$ cat src/rtl/arp_pkg.sv
// Shared ARP constants, frame-kind enum and the 60-byte frame builder.
package arp_pkg;

    localparam int unsigned ARP_PKT_LEN = 60;
    localparam int unsigned ARP_FRAME_W = ARP_PKT_LEN * 8;

    localparam logic [15:0] ETH_TYPE_ARP = 16'h0806;
    localparam logic [15:0] HTYPE_ETH    = 16'h0001;
    localparam logic [15:0] PTYPE_IPV4   = 16'h0800;
    localparam logic [7:0]  HLEN_ETH     = 8'h06;
    localparam logic [7:0]  PLEN_IPV4    = 8'h04;
    localparam logic [15:0] OPER_REQ     = 16'h0001;
    localparam logic [15:0] OPER_REP     = 16'h0002;

    // Byte offsets within the frame (byte 0 is the first byte on the wire)
    localparam int unsigned OFF_DA    = 0;
    localparam int unsigned OFF_SA    = 6;
    localparam int unsigned OFF_ETYPE = 12;
    localparam int unsigned OFF_HTYPE = 14;
    localparam int unsigned OFF_PTYPE = 16;
    localparam int unsigned OFF_HLEN  = 18;
    localparam int unsigned OFF_PLEN  = 19;
    localparam int unsigned OFF_OPER  = 20;
    localparam int unsigned OFF_SHA   = 22;
    localparam int unsigned OFF_SPA   = 28;
    localparam int unsigned OFF_THA   = 32;
    localparam int unsigned OFF_TPA   = 38;

    typedef enum logic [1:0] {
        ARP_REPLY   = 2'd0,
        ARP_REQUEST = 2'd1,
        ARP_GARP    = 2'd2
    } arp_kind_e;

    // Little-endian packing: byte n lands on bits [8n+7:8n]; fields are big-endian on the wire.
    function automatic logic [ARP_FRAME_W-1:0] arp_build_frame(
        input arp_kind_e   kind,
        input logic [47:0] eff_mac,
        input logic [31:0] eff_ip,
        input logic [47:0] peer_mac,
        input logic [31:0] peer_ip
    );
        logic [ARP_FRAME_W-1:0] f;
        logic [47:0]            da;
        logic [47:0]            tha;
        logic [15:0]            oper;
        logic [31:0]            tpa;
        case (kind)
            ARP_REPLY: begin
                da   = peer_mac;
                tha  = peer_mac;
                oper = OPER_REP;
                tpa  = peer_ip;
            end
            ARP_REQUEST: begin
                da   = '1;
                tha  = '0;
                oper = OPER_REQ;
                tpa  = peer_ip;
            end
            default: begin
                da   = '1;
                tha  = '0;
                oper = OPER_REQ;
                tpa  = eff_ip;
            end
        endcase
        f = '0;
        for (int unsigned i = 0; i < 6; i++) begin
            f[8*(OFF_DA+i)  +: 8] = da[8*(5-i)      +: 8];
            f[8*(OFF_SA+i)  +: 8] = eff_mac[8*(5-i) +: 8];
            f[8*(OFF_SHA+i) +: 8] = eff_mac[8*(5-i) +: 8];
            f[8*(OFF_THA+i) +: 8] = tha[8*(5-i)     +: 8];
        end
        for (int unsigned i = 0; i < 4; i++) begin
            f[8*(OFF_SPA+i) +: 8] = eff_ip[8*(3-i) +: 8];
            f[8*(OFF_TPA+i) +: 8] = tpa[8*(3-i)    +: 8];
        end
        for (int unsigned i = 0; i < 2; i++) begin
            f[8*(OFF_ETYPE+i) +: 8] = ETH_TYPE_ARP[8*(1-i) +: 8];
            f[8*(OFF_HTYPE+i) +: 8] = HTYPE_ETH[8*(1-i)    +: 8];
            f[8*(OFF_PTYPE+i) +: 8] = PTYPE_IPV4[8*(1-i)   +: 8];
            f[8*(OFF_OPER+i)  +: 8] = oper[8*(1-i)         +: 8];
        end
        f[8*OFF_HLEN +: 8] = HLEN_ETH;
        f[8*OFF_PLEN +: 8] = PLEN_IPV4;
        return f;
    endfunction

endpackage

$ cat src/rtl/arp_tx_mc_reply_fifo.sv
// Pending-reply queue: {mac, ip} entries, accepts a push into a full queue when popped same cycle.
module arp_reply_fifo #(
    parameter int unsigned DEPTH = 4,
    parameter int unsigned WIDTH = 80
) (
    input  logic             clk,
    input  logic             rstn,
    input  logic             push,
    input  logic [WIDTH-1:0] push_data,
    input  logic             pop,
    output logic [WIDTH-1:0] pop_data,
    output logic             full,
    output logic             empty
);

    localparam int unsigned AW = (DEPTH > 1) ? $clog2(DEPTH) : 1;

    logic [WIDTH-1:0] mem [DEPTH];
    logic [AW-1:0]    wr_ptr_q;
    logic [AW-1:0]    rd_ptr_q;
    logic [AW:0]      count_q;
    logic [AW:0]      count_d;
    logic             do_push;
    logic             do_pop;

    assign empty    = (count_q == '0);
    assign full     = (count_q == (AW+1)'(DEPTH));
    assign do_pop   = pop && !empty;
    assign do_push  = push && (!full || do_pop);
    assign pop_data = mem[rd_ptr_q];

    // Occupancy bookkeeping
    always_comb begin
        count_d = count_q;
        case ({do_push, do_pop})
            2'b10:   count_d = count_q + 1'b1;
            2'b01:   count_d = count_q - 1'b1;
            default: count_d = count_q;
        endcase
    end

    // Pointer and count registers; depth is a power of two so pointers wrap naturally
    always_ff @(posedge clk or negedge rstn) begin
        if (!rstn) begin
            wr_ptr_q <= '0;
            rd_ptr_q <= '0;
            count_q  <= '0;
        end else begin
            if (do_push) wr_ptr_q <= wr_ptr_q + 1'b1;
            if (do_pop)  rd_ptr_q <= rd_ptr_q + 1'b1;
            count_q <= count_d;
        end
    end

    // Storage array, no reset needed
    always_ff @(posedge clk) begin
        if (do_push) mem[wr_ptr_q] <= push_data;
    end

endmodule

$ cat src/rtl/arp_tx_mc.sv
// ARP reply / request / gratuitous frame transmitter onto an AXI4-Stream master.
module arp_tx_mc
    import arp_pkg::*;
#(
    parameter int unsigned CHANNEL_NUM       = 0,
    parameter int unsigned C_AXIS_DATA_WIDTH = 512,
    parameter int unsigned REPLY_FIFO_DEPTH  = 4
) (
    input  logic                           clk,
    input  logic                           rstn,
    input  logic [47:0]                    cfg_local_mac,
    input  logic [31:0]                    cfg_local_ip,
    input  logic                           rx_req_valid,
    input  logic [47:0]                    rx_req_mac,
    input  logic [31:0]                    rx_req_ip,
    input  logic                           tx_req_valid,
    input  logic [31:0]                    tx_req_ip,
    output logic                           tx_req_ready,
    input  logic                           garp_trig,
    output logic [C_AXIS_DATA_WIDTH-1:0]   tx_m_axis_tdata,
    output logic [C_AXIS_DATA_WIDTH/8-1:0] tx_m_axis_tkeep,
    output logic                           tx_m_axis_tvalid,
    output logic                           tx_m_axis_tlast,
    input  logic                           tx_m_axis_tready,
    output logic                           arp_tx_done,
    output logic [1:0]                     arp_tx_kind,
    output logic [15:0]                    reply_drop_cnt
);

    localparam int unsigned W          = C_AXIS_DATA_WIDTH;
    localparam int unsigned KW         = W / 8;
    localparam int unsigned NBEATS     = (ARP_PKT_LEN + KW - 1) / KW;
    localparam int unsigned LAST_BYTES = ARP_PKT_LEN - (NBEATS - 1) * KW;
    localparam int unsigned BW         = (NBEATS > 1) ? $clog2(NBEATS) : 1;
    localparam int unsigned PAD_W      = NBEATS * W;

    typedef enum logic [1:0] {StIdle, StSend, StDone} state_e;

    state_e      state_q, state_d;
    arp_kind_e   sel_kind, kind_q;
    logic        lwr_q, lwr_d;
    logic        garp_pend_q;
    logic        garp_clr;
    logic        load;
    logic        fifo_pop;
    logic        fifo_full;
    logic        fifo_empty;
    logic        fifo_drop;
    logic [79:0] fifo_data;
    logic [47:0] eff_mac;
    logic [31:0] eff_ip;
    logic [31:0] peer_ip;
    logic [PAD_W-1:0] frame_q;
    logic [BW-1:0]    beat_q;
    logic             last_beat;
    logic             beat_fire;
    logic [15:0]      drop_cnt_q;

    assign eff_mac   = cfg_local_mac + 48'(CHANNEL_NUM);
    assign eff_ip    = cfg_local_ip + 32'(CHANNEL_NUM);
    assign peer_ip   = (sel_kind == ARP_REQUEST) ? tx_req_ip : fifo_data[31:0];
    assign last_beat = (beat_q == BW'(NBEATS - 1));
    assign beat_fire = (state_q == StSend) && tx_m_axis_tready;
    assign fifo_drop = rx_req_valid && fifo_full && !fifo_pop;

    arp_reply_fifo #(
        .DEPTH (REPLY_FIFO_DEPTH),
        .WIDTH (80)
    ) u_reply_fifo (
        .clk       (clk),
        .rstn      (rstn),
        .push      (rx_req_valid),
        .push_data ({rx_req_mac, rx_req_ip}),
        .pop       (fifo_pop),
        .pop_data  (fifo_data),
        .full      (fifo_full),
        .empty     (fifo_empty)
    );

    // Source arbitration, FSM next state and handshake outputs
    always_comb begin
        state_d          = state_q;
        lwr_d            = lwr_q;
        sel_kind         = ARP_REPLY;
        load             = 1'b0;
        fifo_pop         = 1'b0;
        garp_clr         = 1'b0;
        tx_req_ready     = 1'b0;
        tx_m_axis_tvalid = 1'b0;
        tx_m_axis_tlast  = 1'b0;
        arp_tx_done      = 1'b0;
        arp_tx_kind      = 2'd0;
        unique case (state_q)
            StIdle: begin
                // Alternate replies with host requests so neither source starves
                if (!fifo_empty && (!tx_req_valid || !lwr_q)) begin
                    sel_kind = ARP_REPLY;
                    fifo_pop = 1'b1;
                    lwr_d    = 1'b1;
                    load     = 1'b1;
                end else if (tx_req_valid) begin
                    sel_kind     = ARP_REQUEST;
                    tx_req_ready = 1'b1;
                    lwr_d        = 1'b0;
                    load         = 1'b1;
                end else if (garp_pend_q) begin
                    sel_kind = ARP_GARP;
                    garp_clr = 1'b1;
                    load     = 1'b1;
                end
                if (load) state_d = StSend;
            end
            StSend: begin
                tx_m_axis_tvalid = 1'b1;
                tx_m_axis_tlast  = last_beat;
                if (tx_m_axis_tready && last_beat) state_d = StDone;
            end
            StDone: begin
                arp_tx_done = 1'b1;
                arp_tx_kind = kind_q;
                state_d     = StIdle;
            end
            default: state_d = StIdle;
        endcase
    end

    // Beat data and byte enables; only the final beat is partially filled
    always_comb begin
        tx_m_axis_tdata = (state_q == StSend) ? frame_q[W-1:0] : '0;
        tx_m_axis_tkeep = '0;
        for (int unsigned i = 0; i < KW; i++) begin
            tx_m_axis_tkeep[i] = (state_q == StSend) && (!last_beat || (i < LAST_BYTES));
        end
    end

    // Control state: FSM, arbitration history, pending gratuitous flag, drop counter
    always_ff @(posedge clk or negedge rstn) begin
        if (!rstn) begin
            state_q     <= StIdle;
            lwr_q       <= 1'b0;
            garp_pend_q <= 1'b0;
            drop_cnt_q  <= '0;
        end else begin
            state_q     <= state_d;
            lwr_q       <= lwr_d;
            garp_pend_q <= (garp_pend_q && !garp_clr) || garp_trig;
            if (fifo_drop && (drop_cnt_q != 16'hFFFF)) drop_cnt_q <= drop_cnt_q + 16'd1;
        end
    end

    // Frame register: snapshot on selection, shift down one beat per accepted beat
    always_ff @(posedge clk or negedge rstn) begin
        if (!rstn) begin
            frame_q <= '0;
            beat_q  <= '0;
            kind_q  <= ARP_REPLY;
        end else if (load) begin
            frame_q <= PAD_W'(arp_build_frame(sel_kind, eff_mac, eff_ip, fifo_data[79:32],
                                              peer_ip));
            beat_q  <= '0;
            kind_q  <= sel_kind;
        end else if (beat_fire) begin
            frame_q <= frame_q >> W;
            beat_q  <= beat_q + 1'b1;
        end
    end

    assign reply_drop_cnt = drop_cnt_q;

endmodule

$ cat config.mk
export PLATFORM = sky130hd
export DESIGN_NAME = arp_tx_mc
export DESIGN_NICKNAME = d
export VERILOG_FILES = /design/src/rtl/arp_pkg.sv /design/src/rtl/arp_tx_mc_reply_fifo.sv /design/src/rtl/arp_tx_mc.sv
export SDC_FILE = /design/constraint.sdc
export NUM_CORES = 1
export LEC_CHECK = 0
export ABC_CLOCK_PERIOD_IN_PS = 4600
export BUFFER_PORTS_ARGS = -buffer_cell sky130_fd_sc_hd__buf_2
export CAP_MARGIN = 30
export CELL_PAD_IN_SITES_DETAIL_PLACEMENT = 2
export CELL_PAD_IN_SITES_GLOBAL_PLACEMENT = 2
export CORE_AREA = 8 8 300 302
export DETAILED_ROUTE_END_ITERATION = 8
export DIE_AREA = 0 0 308 310
export GPL_TIMING_DRIVEN = 0
export PLACE_DENSITY_LB_ADDON = 0.05
export SETUP_SLACK_MARGIN = 0.4
export SYNTH_ARGS = -nofsm -noshare
export SYNTH_HDL_FRONTEND = slang
export SYNTH_SLANG_ARGS = --single-unit
$ cat constraint.sdc
create_clock -name clk -period 4.6 [get_ports clk]
set_input_delay 0.46 -clock clk [delete_from_list [all_inputs] [get_ports clk]]
set_output_delay 0.46 -clock clk [all_outputs]
set_load 0.05 [all_outputs]
After elaboration in Yosys (flattened, before gate mapping):

Memories as Yosys holds them, arrays and structs flattened.
Cells that the tools add are included.

* output and inout port bits: 598
* register bits: 542
* input bits: 198
* memories kept: 1
* RAM bits: 320

Memory list
* u_reply_fifo.mem: depth 4, width 80, rd ports 1, clocked after memory_dff 0, write ports 1, RTL line arp_tx_mc_reply_fifo.sv:18 `logic [WIDTH-1:0] mem [DEPTH];`

* add/sub/neg operators: 6
* equal/unequal tests: 9
* bitwise gates (word level): 1
* reductions and logical operators: 28
* muxes and demuxes: 39

Operator list (count)
* $mux 512: 3
* $mux 48: 2
* $mux 32: 2
* $mux 1: 22
* $add 16x1->16 const B: 1
* $mux 2: 8
* $ne 16x16->1 const B: 1
* $logic_and 1x1->1: 10
* $eq 2x1->1 const B: 3
* $logic_not 1->1: 6
* $pmux 3 s2: 1
* $reduce_bool 2->1: 3
* $add 2x1->2 const B: 2
* $eq 2x2->1 const B: 2
* $logic_not 2->1: 2
* $pmux 2 s2: 1
* $reduce_and 2->1: 2
* $add 3x1->3 const B: 1
* $eq 3x3->1 const B: 1
* $logic_not 3->1: 1
* $logic_or 1x1->1: 3
* $sub 3x1->3 const B: 1
* $ne 2x1->1 const B: 1
* $ne 2x2->1 const B: 1
* 3 further kinds: 3

Longest topological paths before layout:

Gate-level depths: netlist of run 1.

* depth after elaboration: 10
* depth in mapped cells: 9
* gate-level depth less buffers: 7

Hierarchy:

A second synthesis of run 1 with hierarchy kept.

* cell total of the unflattened synthesis: 1765
* area, all modules: 25386.8 um^2

By module, submodules not included
* arp_tx_mc: instances 1, area an instance 13376.6 um^2, cells each 1301
* arp_reply_fifo: instances 1, area an instance 12010.3 um^2, cells each 464

Least setup slack after synthesis of run 1:

OpenSTA, ideal clock, no wires.

* path type: register -> register
* from: register lwr_q
* to: memory u_reply_fifo.mem[0][0], enable pin
* setup slack: 1047 ps
* setup time: 447 ps
* buffers on the path: 1
* data arrival time: 3106 ps
* clock period less this slack: 3553 ps
* cell stages (with the launch flop): 5
* cells stage by stage: dfrtp_1 -> buf_2 -> a211o_1 -> a31oi_1 -> and2_1

* word-level cells in the longest chain between the ends: 10

Ends and longest elaborated chain
* start, declared: RTL line arp_tx_mc.sv:41 `logic lwr_q, lwr_d;`
* start signal, assigned: RTL line arp_tx_mc.sv:145 `lwr_q <= lwr_d;`
* $logic_not 1->1: RTL line arp_tx_mc.sv:96 `if (!fifo_empty && (!tx_req_valid || !lwr_q)) begin`
* $logic_or 1x1->1: RTL line arp_tx_mc.sv:96
* $logic_and 1x1->1: RTL line arp_tx_mc.sv:96
* $mux 1: RTL line arp_tx_mc.sv:96
* $mux 1: RTL line arp_tx_mc.sv:93 `unique case (state_q)`
* $logic_and 1x1->1: RTL line arp_tx_mc_reply_fifo.sv:28 `assign do_pop = pop && !empty;`
* $logic_or 1x1->1: RTL line arp_tx_mc_reply_fifo.sv:29 `assign do_push = push && (!full || do_pop);`
* $logic_and 1x1->1: RTL line arp_tx_mc_reply_fifo.sv:29
* $mux 1: RTL line arp_tx_mc_reply_fifo.sv:57 `if (do_push) mem[wr_ptr_q] <= push_data;`
* $mux 1 (implied by the code): RTL line arp_tx_mc_reply_fifo.sv:57
* end, declared: RTL line arp_tx_mc_reply_fifo.sv:18

Every way passes these cells.

Final worst setup path of run 1:

* from: register state_q[1]
* to: output port tx_m_axis_tdata[105]

* word-level cells in the longest chain between the ends: 2

Ends and longest elaborated chain
* start, declared: RTL line arp_tx_mc.sv:39 `state_e state_q, state_d;`
* start signal, assigned: RTL line arp_tx_mc.sv:139 `state_q <= StIdle;`
* start signal, assigned: RTL line arp_tx_mc.sv:144 `state_q <= state_d;`
* $eq 2x1->1: RTL line arp_tx_mc.sv:129 `tx_m_axis_tdata = (state_q == StSend) ? frame_q[W-1:0] : '0;`
* $mux 512: RTL line arp_tx_mc.sv:129
* end, declared: RTL line arp_tx_mc.sv:20 `output logic [C_AXIS_DATA_WIDTH-1:0] tx_m_axis_tdata,`

Every way passes these cells.

==> results.toml, run 1 <==
[timing]
setup_slack_ns = 0.7371
slew_violations = 0
grt_setup_unrepaired = "false"
hold_viol = 0
max_freq_mhz = 258.9
period_share = 0.8398
slew_headroom = 0.3129
timing.hold.ws_ns = 0.04983
finalSetupViolCount = 0
fin_skew_ns = 0.03045
period_minus_slack_ns = 3.863
tightest_slew_ns = 1.022
fin_tns_setup_ns = 0

[routing]
post-route-drc-count = 0
ant_nets = 0
totalWireLength_um = 104400
vias = 18900
first_pass_iters = 4
routedWlPerCell_um = 24.79
drt_iter0_markers = 888
avgViaCountPerCell = 4.490

[power]
peakVddDrop_mv = 0.4493
switching_share = 0.4931
pwr-share-clk = 0.185
p_total_mw = 27.82
leakagePower_nw = 15.63
pwr_density_cell_mw_per_mm2 = 825.0
pwr-share-seq = 0.268
combPwrFrac = 0.547
intPower_mw = 14.10
switchingPower_mw = 13.72

[critical_path]
cp.required_ns = 4.14
crit_fanout = 10
critical_path.cell_chain = "nand2b_1 -> clkinv_1 -> clkbuf_2 -> clkbuf_1 -> and2_1 -> buf_4 -> buf_2"
path_depth = 7
cpPeakStageDelay_ns = 0.54
path_class = "reg2out"
cp_slowest_cell = "and2_1"
critPathCaptureType = "output port"
rr_worst_depth = 7
crit_family = "buffers and inverters"
path_buf_inv = 5
crit_path_start_kind = "flip-flop"
cp.arrival_ns = 3.40

[floorplan]
io_pins = 796
die_area_mm2 = 0.09548
fp.coreArea_mm2 = 0.08567
initial_core_util = 0.3057
die_h_um = 310
num_rows = 108
fp.dieW_um = 308

[clock_tree]
cts_tree = "done"
cts_made_buffers = 66
cts_max_level = 3
clkTransAtPathRegs_ns = 0.06
clk_latency_ns = 0.61
ctsLongestPathBuffers = 3
cts_sinks = 561
cts-root-buf = "clkbuf_16"

[global_routing]
grt_usage = 0.2097
antenna_found_initial = 45
grt_start_max_net_pins = 105
grt_pass1_wl_um = 148100
first_global_vias = 20780
grt_overflow = 0

[synth]
netlist_area_mm2 = 0.02619
ys_seq_area_frac = 0.5972
synth_area_leader_cell = "edfxtp_1"
synth_top_family_by_area = "buffers and inverters"
synth_edf_count = 320
yosysTopAreaCellShare = 0.3669
yosys_warnings = 0
ys_types = 50
yosys.area_share.xor_xnor = 0.006689
synth_area_per_cell_um2 = 12.39
synth-compound-area-share = 0.06407
ys_ff_latch = 561
synthMuxAreaShare = 0.07000
synth_fa_ha_area_frac = 0.003153
synth-simple-area-share = 0.1274
ys_top_cells_by_area = "edfxtp_1 37%, dfrtp_1 23%, buf_4 10%"
synthFlopType = "edfxtp_1"
synth_cells = 2114
async_reset_ff_frac = 0.4296

[placement]
place_congestion = 0.8435
preCtsSetupSlack_ns = 0.8666
place_area_mm2 = 0.03155
hpwl_um = 81270
place_inst = 4072
port_buffers = 548

[finish]
layout.cells.non_filler = 4209
area_delta_synth_final_pct = 28.78
nets = 3190
design_area_mm2 = 0.03372
final_layout_size_suffix_gt1_frac = 0.3787
final_core_util = 0.3936

[job]
maxCapViolCount = 0

[run_status]
outcome = "completed"

[hold_path]
min_path_cells = 2
holdCritPathClass = "in2reg"
[power by group through the flow]
stage,Sequential (mW),Clock [mW],Combinational [mW]
global placement,7.58,0,15.2
finish,7.46,5.14,15.2
global route,7.62,5.46,16.2
floorplan,7.41,0,11.0
detailed placement,7.57,0,15.5
CTS,7.48,5.31,15.5
[worst reg2reg max path, stage by stage (launching register included)]
cell      delay, ns
dfrtp_1        0.40
nand2b_1       0.18
clkinv_1       0.46
nand2_1        0.58
clkbuf_2       0.61
clkbuf_1       0.55
nand3_1        0.17
nand2_1        0.09
[final timing paths]
| path | startpoint | to | slack (ns) |
|---|---|---|---|
| setup / recovery | state_q[1]$_DFFE_PN0P_ | tx_m_axis_tdata[105] | 0.74 |
| hold / removal | garp_trig | garp_pend_q$_DFF_PN0_ | 0.05 |
| setup reg to reg | state_q[1]$_DFFE_PN0P_ | frame_q[252]$_DFFE_PN0P_ | 1.48 |
| hold reg to reg | frame_q[169]$_DFFE_PN0P_ | frame_q[169]$_DFFE_PN0P_ | 0.47 |
| max in group asynchronous | rstn | frame_q[202]$_DFFE_PN0P_ | 3.22 |
| min in group asynchronous | rstn | frame_q[1]$_DFFE_PN0P_ | 0.35 |
[cells in the mapped netlist, drive strengths merged (2+ instances only)]
cell type and n:
xor2 12, o21ai 4, nand3b 2, and2 218
or4 2, ha 5, nor2b 2, nor4 7
a21oi 53, nor4b 2, a21o 3, clkbuf 94
inv 41, mux2i 2, nand4 4, edfxtp 320
o211ai 34, buf 404, dfrtp 241, a211oi 2
mux4 80, xnor2 8, nor3 9, o2111ai 32
nand3 84, a22o 49, a32o 32, nand2b 2
nand2 240, nand4b 2, nor2 110
[cell type report]
| class | instances | area [um^2] |
|---|---|---|
| antenna | 15 | 37.54 |
| tap | 1155 | 1445 |
| timing repair buffer | 559 | 2984 |
| clock buffer | 92 | 1829 |
| multi-input combinational | 1258 | 8044 |
| buffer | 498 | 3288 |
| sequential | 561 | 15640 |
| clock inverter | 29 | 297.8 |
| inverter | 42 | 157.7 |
| fill | 9194 | 51950 |
[registers in the layout (all words and copies together), names as in the netlist]
register / count
beat_q: 1
frame_q: 211
garp_pend_q: 1
kind_q: 2
lwr_q: 1
reply_drop_cnt: 16
state_q: 2
u_reply_fifo.count_q: 3
u_reply_fifo.mem: 320
u_reply_fifo.rd_ptr_q: 2
u_reply_fifo.wr_ptr_q: 2
[timing repair]
item | in CTS | in global routing
endpoints found under the hold margin | 51 | 0
resized for setup | 1 | 0
hold buffers | 1 | 0
setup buffers | 0 | 0
endpoints found under the setup margin | 8 | 0
[cell families (layout without fill, tap and decap cells)]
family | count (synthesis) | after routing
mux | 83 | 83
simple gates | 687 | 687
fa+ha+maj | 6 | 6
xor+xnor | 20 | 20
flops | 561 | 561
other cells | 1 | 261
buf+inv | 540 | 1220
compound gates | 216 | 216
[layer usage]
layer / GRT usage / routed length, um / part of all wire
met3: 0.06040 / 7364 / 0.071
met2: 0.3912 / 55300 / 0.53
met4: 0.05102 / 2369 / 0.023
met5: 0 / 141 / 0.0014
met1: 0.2342 / 39190 / 0.38
[placed cells by master (no fill, tap or decap), types with 5 or more instances in the layout]
cell type and count:
buf_2 584, buf_4 364, edfxtp_1 320, conb_1 246, dfrtp_1 241, nand2_1 240, and2_1 214, nor2_1 110
clkbuf_1 109, nand3_1 84, mux4_2 80, clkbuf_16 66, a21oi_1 52, a22o_1 49, inv_1 41, o211ai_1 34
o2111ai_1 32, a32o_1 32, diode_2 15, clkinv_2 15, xor2_1 12, nor3_1 8, xnor2_1 8, clkbuf_8 8
buf_16 6, clkinv_1 5, nor4_1 5, ha_1 5
No activity file was read; power rests on OpenSTA's default activity.
==> run 2: changes to the inputs <==
--- a/config.mk
+++ b/config.mk
@@ -5,14 +5,15 @@
 export SDC_FILE = /design/constraint.sdc
 export NUM_CORES = 1
 export LEC_CHECK = 0
-export ABC_CLOCK_PERIOD_IN_PS = 4600
+export ABC_CLOCK_PERIOD_IN_PS = 3200
 export BUFFER_PORTS_ARGS = -buffer_cell sky130_fd_sc_hd__buf_2
 export CAP_MARGIN = 30
 export CELL_PAD_IN_SITES_DETAIL_PLACEMENT = 2
 export CELL_PAD_IN_SITES_GLOBAL_PLACEMENT = 2
-export CORE_AREA = 8 8 300 302
+export CORE_ASPECT_RATIO = 0.8
+export CORE_MARGIN = 8
+export CORE_UTILIZATION = 30
 export DETAILED_ROUTE_END_ITERATION = 8
-export DIE_AREA = 0 0 308 310
 export GPL_TIMING_DRIVEN = 0
 export PLACE_DENSITY_LB_ADDON = 0.05
 export SETUP_SLACK_MARGIN = 0.4
==> constraint.sdc (replaced) <==
create_clock -name clk -period 3.2 [get_ports clk]
set_input_delay 0.32 -clock clk [delete_from_list [all_inputs] [get_ports clk]]
set_output_delay 0.32 -clock clk [all_outputs]
set_load 0.05 [all_outputs]
==> results.toml, run 2 (synthesized netlist as in run 1, its figures left out) <==
[finish]
final_layout_size_suffix_gt1_frac = 0.3694
nets = 3362
final_common_cell = "buf_2"
mostFrequentLayoutCells = "530 x buf_2, 393 x buf_4, 320 x edfxtp_1"
filler_cell_count = 9194
layout.cells.non_filler = 4363
multi_input_area_mm2 = 0.008128
regArea_mm2 = 0.01564
regMostFlops = "u_reply_fifo.mem"
largest_reg_flops = 320
area_delta_synth_final_pct = 36.18
final_core_util = 0.4098
design_area_mm2 = 0.03566

[routing]
totalWireLength_um = 105100
post-route-drc-count = 0
routedWlPerCell_um = 24.09
avgViaCountPerCell = 4.475
ant_nets = 0
first_pass_iters = 4
drt_iter0_markers = 911
vias = 19520

[power]
pwr_density_cell_mw_per_mm2 = 1141
leakagePower_nw = 16.44
peakVddDrop_mv = 0.5998

[timing]
fin_skew_ns = 0.03561
finalSetupViolCount = 0
tightest_slew_ns = 0.9862
max_freq_mhz = 358.6
grt_setup_unrepaired = "true"
slew_headroom = 0.3370
period_share = 0.8715
period_minus_slack_ns = 2.789
timing.hold.ws_ns = 0.1137
fin_tns_setup_ns = 0
hold_viol = 0
slew_violations = 0

[run_status]
outcome = "completed"

[clock_tree]
cts_tree = "done"
cts_made_buffers = 66
ctsLongestPathBuffers = 3
cts-root-buf = "clkbuf_16"
cts_sinks = 561
clkTransAtPathRegs_ns = 0.06
clk_latency_ns = 0.61
cts_max_level = 3

[floorplan]
initial_core_util = 0.3009
die_area_mm2 = 0.09706
fp.dieW_um = 346.3
io_pins = 796
fp.coreArea_mm2 = 0.08702
die_h_um = 280.3
num_rows = 97

[critical_path]
crit_path_start = "lwr_q$_DFFE_PN0P_"
cp.arrival_ns = 3.07
cp.required_ns = 3.48
crit_path_start_kind = "flip-flop"
crit_fanout = 42
critPathCaptureType = "flip-flop"
rr_worst_depth = 5
path_class = "reg2reg"
worstReg2RegStart = "lwr_q$_DFFE_PN0P_"

[placement]
hpwl_um = 78550
place_inst = 4056
port_buffers = 548
place_congestion = 0.8120
place_area_mm2 = 0.03153

[global_routing]
first_global_vias = 21750
grt_overflow = 0
grt_usage = 0.2091
grt_pass1_wl_um = 152900
antenna_found_initial = 22
grt_start_max_net_pins = 106

[hold_path]
holdCritPathClass = "in2reg"
min_path_cells = 3
min_from = "tx_req_valid"

[job]
maxCapViolCount = 0
## run 2: cell types whose count changed in the layout (fill, tap and decap cells not counted), sizes merged
cell,before,now
clkbuf,186,216
dlygate4sd3,1,162
clkinv,26,16
diode,15,14
clkinvlp,1,0
inv,42,46
and2,218,224
buf,962,944
## run 2: report_power, final
part	total, mW	leakage (nW)	switching, mW	internal (mW)
clock	7.36	1.02	3.11	4.25
sequential	10.7	5.92	0.832	9.90
combinational	22.6	9.49	15.9	6.65
total	40.7	16.4	19.9	20.8
## run 2: through the flow
step	power (mW)	worst slack [ns]
global placement	32.43	-3.267
floorplan	26.33	0.5102
finish	40.68	0.4112
CTS	41.14	0.2807
detailed placement	32.97	-0.4292
global route	42.81	0.3077
## run 2: path summary, 6_finish.rpt
path                                                     end  slack, ns
setup reg to reg           u_reply_fifo.mem[1][52]$_DFFE_PP_       0.41
min in group asynchronous           frame_q[258]$_DFFE_PN0P_       0.26
hold / removal                         kind_q[1]$_DFFE_PN0P_       0.11
hold reg to reg                        kind_q[0]$_DFFE_PN0P_       0.48
setup / recovery           u_reply_fifo.mem[1][52]$_DFFE_PP_       0.41
max in group asynchronous      reply_drop_cnt[6]$_DFFE_PN0P_       1.88
## run 2: what timing repair did
item,CTS,global route
setup buffers,4,0
gates cloned,4,2
hold buffers,162,0
resized for setup,72,62
pin swaps,6,2
hold endpoints to repair,461,0
setup endpoints to repair,596,274
## run 2: final cells by class
class,instances,share of cell area
multi-input cells,1264,0.2279
well taps,1138,0.03993
clock inverters,22,0.006421
clock buffers,99,0.05235
diodes,14,0.0009824
inverters,42,0.004561
plain buffers,498,0.09473
repair buffers,725,0.1345
flip-flops and latches,561,0.4386
## run 2: layer usage
metal	vias up	GRT usage	routed length [um]
li1	8923	-	-
met1	9996	0.2486	42730
met2	469	0.3853	55410
met3	131	0.04382	4722
met4	4	0.05055	2235
met5	-	0	27
## run 2: critical path: stages, from the launching register on
cell and delay, ns:
dfrtp_1 0.35, buf_2 0.20, a211o_1 0.40, a31oi_4 0.60
and2_4 0.54, buf_16 0.30
